$ cat config.mk
export PLATFORM = sky130hd
export DESIGN_NAME = aliens_march_ctrl
export DESIGN_NICKNAME = d
export VERILOG_FILES = /design/src/rtl/aliens_march_ctrl.sv
export SDC_FILE = /design/constraint.sdc
export NUM_CORES = 1
export LEC_CHECK = 0
export CORE_MARGIN = 4
export CORE_UTILIZATION = 30
export DETAILED_ROUTE_END_ITERATION = 12
export GPL_TIMING_DRIVEN = 0
export SETUP_SLACK_MARGIN = 0.2
export SLEW_MARGIN = 20
export SYNTH_ARGS = -nofsm -noshare
export SYNTH_HDL_FRONTEND = slang
export SYNTH_SLANG_ARGS = --single-unit
$ cat constraint.sdc
create_clock -name clk -period 5.6 [get_ports clk]
set_clock_uncertainty 0.2 [all_clocks]
set_input_delay 1.4 -clock clk [delete_from_list [all_inputs] [get_ports clk]]
set_output_delay 1.4 -clock clk [all_outputs]
set_load 0.02 [all_outputs]
$ cat src/rtl/aliens_march_ctrl.sv
// Step-pulse and sweep-direction controller for the aliens formation.
// Optional kill speed-up is enabled by defining ALIENS_MARCH_SPEEDUP_EN.
//
// state   | meaning
// IDLE    | waiting for the first enable cycle
// MARCH_R | stepping right; a blocked step goes DOWN and reverses
// MARCH_L | stepping left; a blocked step goes DOWN and reverses
// HALT    | defeat or victory seen; frozen until reset
module aliens_march_ctrl #(
  parameter int PERIOD_W     = 24,
  parameter int STEP_PERIOD  = 2500000,
  parameter int MIN_PERIOD   = 4,
  parameter int SPEEDUP_STEP = 50000
) (
  input  logic                clk,
  input  logic                reset,
  input  logic                enable,
  input  logic                canLeft,
  input  logic                canRight,
  input  logic                defeat,
  input  logic                victory,
  input  logic                killingAlien,
  output logic [1:0]          motion,
  output logic                stepStrobe,
  output logic                halted,
  output logic [PERIOD_W-1:0] period
);

  localparam logic [1:0] IDLE    = 2'd0;
  localparam logic [1:0] MARCH_R = 2'd1;
  localparam logic [1:0] MARCH_L = 2'd2;
  localparam logic [1:0] HALT    = 2'd3;

  localparam logic [1:0] MOVE_LEFT  = 2'd1;
  localparam logic [1:0] MOVE_RIGHT = 2'd2;
  localparam logic [1:0] MOVE_DOWN  = 2'd3;

  localparam logic [PERIOD_W-1:0] INIT_PERIOD = PERIOD_W'(STEP_PERIOD);

  logic [1:0]          state;
  logic [PERIOD_W-1:0] cnt;
  logic                marching;
  logic                stopNow;
  logic                stepFire;

  assign marching = (state == MARCH_R) || (state == MARCH_L);
  assign stopNow  = marching && (defeat || victory);
  // Halt has priority, so a step coinciding with defeat/victory never fires.
  assign stepFire = marching && enable && !stopNow && (cnt >= period - 1'b1);

  always_ff @(posedge clk) begin
    if (reset) begin
      state      <= IDLE;
      cnt        <= '0;
      motion     <= 2'd0;
      stepStrobe <= 1'b0;
      halted     <= 1'b0;
    end else begin
      motion     <= 2'd0;
      stepStrobe <= 1'b0;
      case (state)
        IDLE: begin
          if (enable) state <= MARCH_R;
        end
        MARCH_R, MARCH_L: begin
          if (stopNow) begin
            state  <= HALT;
            halted <= 1'b1;
          end else if (stepFire) begin
            cnt        <= '0;
            stepStrobe <= 1'b1;
            if (state == MARCH_R) begin
              if (canRight) begin
                motion <= MOVE_RIGHT;
              end else begin
                motion <= MOVE_DOWN;
                state  <= MARCH_L;
              end
            end else begin
              if (canLeft) begin
                motion <= MOVE_LEFT;
              end else begin
                motion <= MOVE_DOWN;
                state  <= MARCH_R;
              end
            end
          end else if (enable) begin
            cnt <= cnt + 1'b1;
          end
        end
        default: ;
      endcase
    end
  end

`ifdef ALIENS_MARCH_SPEEDUP_EN
  localparam logic [PERIOD_W-1:0] MIN_P        = PERIOD_W'(MIN_PERIOD);
  localparam logic [PERIOD_W-1:0] STEP_DEC     = PERIOD_W'(SPEEDUP_STEP);
  localparam logic [PERIOD_W-1:0] SHRINK_LIMIT = PERIOD_W'(MIN_PERIOD + SPEEDUP_STEP);

  logic killPrev;
  logic killEdge;

  assign killEdge = killingAlien && !killPrev;

  // The step firing this cycle already compared against the old period.
  always_ff @(posedge clk) begin
    if (reset) begin
      period   <= INIT_PERIOD;
      killPrev <= 1'b0;
    end else begin
      killPrev <= killingAlien;
      if (marching && killEdge)
        period <= (period > SHRINK_LIMIT) ? period - STEP_DEC : MIN_P;
    end
  end
`else
  logic                unusedKill;
  logic [PERIOD_W-1:0] unusedStep;

  assign period     = INIT_PERIOD;
  assign unusedKill = killingAlien;
  assign unusedStep = PERIOD_W'(SPEEDUP_STEP);
`endif

endmodule

# After elaboration in Yosys (flattened, before gate mapping)
# Index checks and enable logic that the tools add are counted.
# word_totals
romBits,0
input_bits,8
latchBits,0
regBits,30
ram_bits,0
n_memories,0
output_inout_bits,28
# op_classes
reduce_logical,16
n_bitwise,3
n_addsub,1
multipliers,0
n_shift,0
n_mux,13
n_eq_ne,6
n_div,0
n_lt_le_gt_ge,1
# ops
operator,n
$mux 24,2
$add 24x1->24 const B,1
$ge 24x22->1 const B,1
$mux 2,8
$ne 4x4->1 const B,2
$reduce_and 5->1,1
$logic_and 1x1->1,4
$pmux 2 s2,1
$reduce_bool 2->1,2
$reduce_or 4->1,1
$ne 3x3->1 const B,1
$not 1->1,3
$reduce_and 3->1,1
$reduce_or 3->1,1
$eq 2x1->1 const B,1
$eq 2x2->1 const B,1
$logic_not 2->1,1
$logic_or 1x1->1,2
$mux 1,2
$ne 2x2->1 const B,1
$reduce_and 2->1,1
$reduce_or 2->1,1
$logic_not 1->1,1

# Depth between registers and ports, before layout
# logic_depth
depth_word,9
depth_mapped,8
depth_no_buf,7

# Worst setup path before layout
# OpenSTA, ideal clock, no wires.
# synth_timing
path_kind,input port to flip-flop
startpoint,input port victory
endpoint,register cnt[15]
slack_ps,2717
t_required_ps,5285
arrival_time_ps,2568
stages,6
setup_ps,115
path_cell_list,nor4bb_1 -> buf_2 -> nand4_1 -> nor4_1 -> xnor2_1 -> nor2_1
# synth_between
elab_chain_len,7
# synth_rtl
item,line_no,source
from (decl),21,"input logic victory,"
$logic_or 1x1->1 *,47,assign stopNow = marching && (defeat || victory);
$logic_and 1x1->1 *,47,
$logic_not 1->1,49,assign stepFire = marching && enable && !stopNow && (cnt >= period - 1'b1);
$logic_and 1x1->1 (2 in a row),49,
$reduce_bool 2->1 (no line),--,
$reduce_and 3->1 (no line),--,
to (signal assigned),88,cnt <= cnt + 1'b1;
to (decl),41,logic [PERIOD_W-1:0] cnt;
# Every way passes the cells marked *; elsewhere a longest branch is shown, timed or not.
# A chain may end at the register's enable or synchronous reset.

# Final worst setup path
# layout_timing
startpoint,input port enable
endpoint,register cnt[19]
# layout_between
elab_chain_len,5
# layout_rtl
item,line_no,source
from (decl),17,"input logic enable,"
$logic_and 1x1->1 (3 in a row),49,
$reduce_bool 2->1 (no line),--,
$reduce_and 3->1 (no line),--,
# Several ways; a longest one is shown, not always the timed one.

==> flow_summary.ini <==
[sta]
finalSetupTns_ps = 0
fin_crit_sh = 0.606
rsz0062_at_grt = no
drv_slew = 0
finalHoldViolations = 0
setup_viol = 0
min_period_ps = 3390
fmax_mhz = 295

[setup_path]
slowest_stage = clkdlybuf4s50_1
worstPathArrival_ps = 3360
regToRegSetupSlack_ps = 3080
worstPathMaxFanout = 8
crit_path_start_kind = input port
critPathMaxStageDelay_ps = 500
worstSetupEndpointType = flip-flop
critical_path_required_ps = 5570
worstReg2RegStart = state[0]
worstRegToRegCells = 8
cp.buffers_inverters = 2
crit_chain = clkdlybuf4s50_1 > nor4bb_1 > buf_2 > nand4_1 > nor4_1 > xnor2_1 > nor2_1
worstSetupPathType = in2reg
critical_path.top_delay_family = simple AND/OR/NAND/NOR gates
r2r-end = cnt[19]

[synth]
yosysTopAreaCell = dfxtp_1
avgSynthCellArea_um2 = 8.39
yosys_most_used_dff = dfxtp_1
synth_edf_count = 0
synth_top_family_by_area = simple AND/OR/NAND/NOR gates
synth_cells = 203
synth-adder-area-share = 0.0367
ys_seq_elements = 30
async_flop_share = 0
seq_area_frac_synth = 0.352
synth.most_common_cell = nor2_1
synth_top_area_frac = 0.352
synth.mux.area_fraction = 0.0132
synth_compound_area_frac = 0.0764
synth_commonest_cells = 32 x nor2_1, 30 x dfxtp_1, 24 x buf_4
synth-simple-area-share = 0.250
synth_warnings = 0
synth_area_leaders = dfxtp_1 35%, buf_4 11%, nor2_1 7.0%
ys_types = 40
netlist_area_um2 = 1700
yosys.area_share.xor_xnor = 0.103

[die]
core_um2 = 5510
ios = 36
start_util = 0.309
die_y_um = 83.4
rows = 27
die_area_um2 = 6950
dieWidth_um = 83.4

[route]
drt_wl_total_um = 3180
drt_iter0_markers = 108
firstDrtPassIters = 4
routed_via_density = 4.36
drc_errors = 0
wire_per_inst_um = 10.1
ant_nets = 0
via_count = 1374

[global_route]
grt_pass1_vias = 1247
grt_util_all_layers = 0.0948
grt_start_max_net_pins = 11
grt_overflow = 0
antenna_found_initial = 0
grt_pass1_wl_um = 5460

[worst_hold_path]
min_to = halted
min_path_type = reg2reg
hold_path_depth = 2
hp-start = halted

[final_layout]
drive_gt1_frac = 0.173
area_growth_pct = 21.4
antenna_cells = 0
layout.cells.non_filler = 315
stdcell_area_um2 = 2070
fin_nets = 255
postLayoutCoreUtil = 0.376

[power]
p_int_uw = 389
p_leak_uw = 0.000825
pwr-share-comb = 0.256
power_frac_seq = 0.424
ir_drop_mv = 0.183
p_total_uw = 549
p_sw_uw = 160
powerDensity_nw_per_um2 = 266
p_clk_frac = 0.320
switching_share = 0.291

[place]
io_buffers = 10
dpl_cell_area_um2 = 1980
dp_cells = 307
gp_congestion = 0.849
dp_hpwl_um = 2420

[cts]
cts.repair.resized = 0
cts-root-buf = clkbuf_8
cts_sinks = 30
cts_tree = built
cts_max_path_buffers = 2
worstSkewPairLatency_ps = 270
cts_made_buffers = 5
cts-hold-fix-buffers = 0
cts_setup_buffers = 0
cts_max_level = 2
clk_pin_slew_ps = 60

[run_status]
status = finished clean

[run]
maxCapViolations = 0
-- worst reg2reg max path: stages (launching register included) --
cell      delay (ps)
dfxtp_1          390
inv_1             90
ha_1             340
nor4bb_1         230
buf_2            240
nand4_1          300
nor4_1           430
xnor2_1          160
nor2_1            50
-- worst max path at each step --
stage            start       to  cells after the start
2_1_floorplan  victory  cnt[15]                      6
6_report        enable  cnt[19]                      7
4_1_cts         enable  cnt[19]                      7
3_3_place_gp    enable  cnt[19]                      7
3_5_place_dp    enable  cnt[19]                      7
5_1_grt         enable  cnt[23]                      7
-- logic make-up after synthesis --
group,after synthesis
AND/OR/NAND/NOR,84
buffers and inverters,41
flip-flops,30
XOR/XNOR,20
AO/OA/AOI/OAI,19
adder cells (fa/ha/maj),5
other,2
multiplexers,2
-- flip-flops by register name, indices dropped and copies added, names as in the netlist --
register,cells
halted,1
motion,2
state,2
stepStrobe,1
cnt,24
-- metal layers --
| layer | GRT usage | vias up | part of all wire |
|---|---|---|---|
| met5 | 0 | - | 0 |
| met4 | 0.0357 | 0 | 0.0091 |
| met3 | 0.0258 | 4 | 0.054 |
| met2 | 0.142 | 29 | 0.45 |
| met1 | 0.129 | 621 | 0.49 |
| li1 | - | 720 | - |
-- power groups by stage --
| stage | logic, uW | clock network [uW] | registers (uW) |
|---|---|---|---|
| after floorplan | 109 | 0 | 239 |
| after global placement | 138 | 0 | 237 |
| after detailed placement | 140 | 0 | 238 |
| after CTS | 140 | 183 | 233 |
| after global routing | 154 | 195 | 235 |
| final | 140 | 176 | 233 |
-- per-stage QoR --
stage / hold slack (ps) / setup slack [ps]
6_report: 248 / 2210
5_1_grt: 277 / 2010
4_1_cts: 255 / 2230
3_5_place_dp: 247 / 1950
3_3_place_gp: 238 / 1910
2_1_floorplan: 260 / 2720
-- final cells by class --
type                    instances  area, um2
flip-flops and latches         30        601
clock inverters                 1       5.00
well taps                      72       90.1
repair buffers                 10        100
fillers                       575       3440
inverters                       9       33.8
multi-input cells             154        906
plain buffers                  32        246
clock buffers                   7       86.3
-- placed cells by master, fill, tap and decap left out, drive strengths merged, types with 2 or more instances in the layout --
master	instances
a211oi	4
a21oi	5
a31oi	3
and3	3
and4	4
buf	30
clkbuf	9
clkdlybuf4s50	10
conb	24
dfxtp	30
ha	5
inv	9
mux2	2
nand2	10
nand3	9
nand4	5
nor2	33
nor3	7
nor4	6
o21ai	2
xnor2	13
xor2	7
Power figures use the tool's default switching activity.
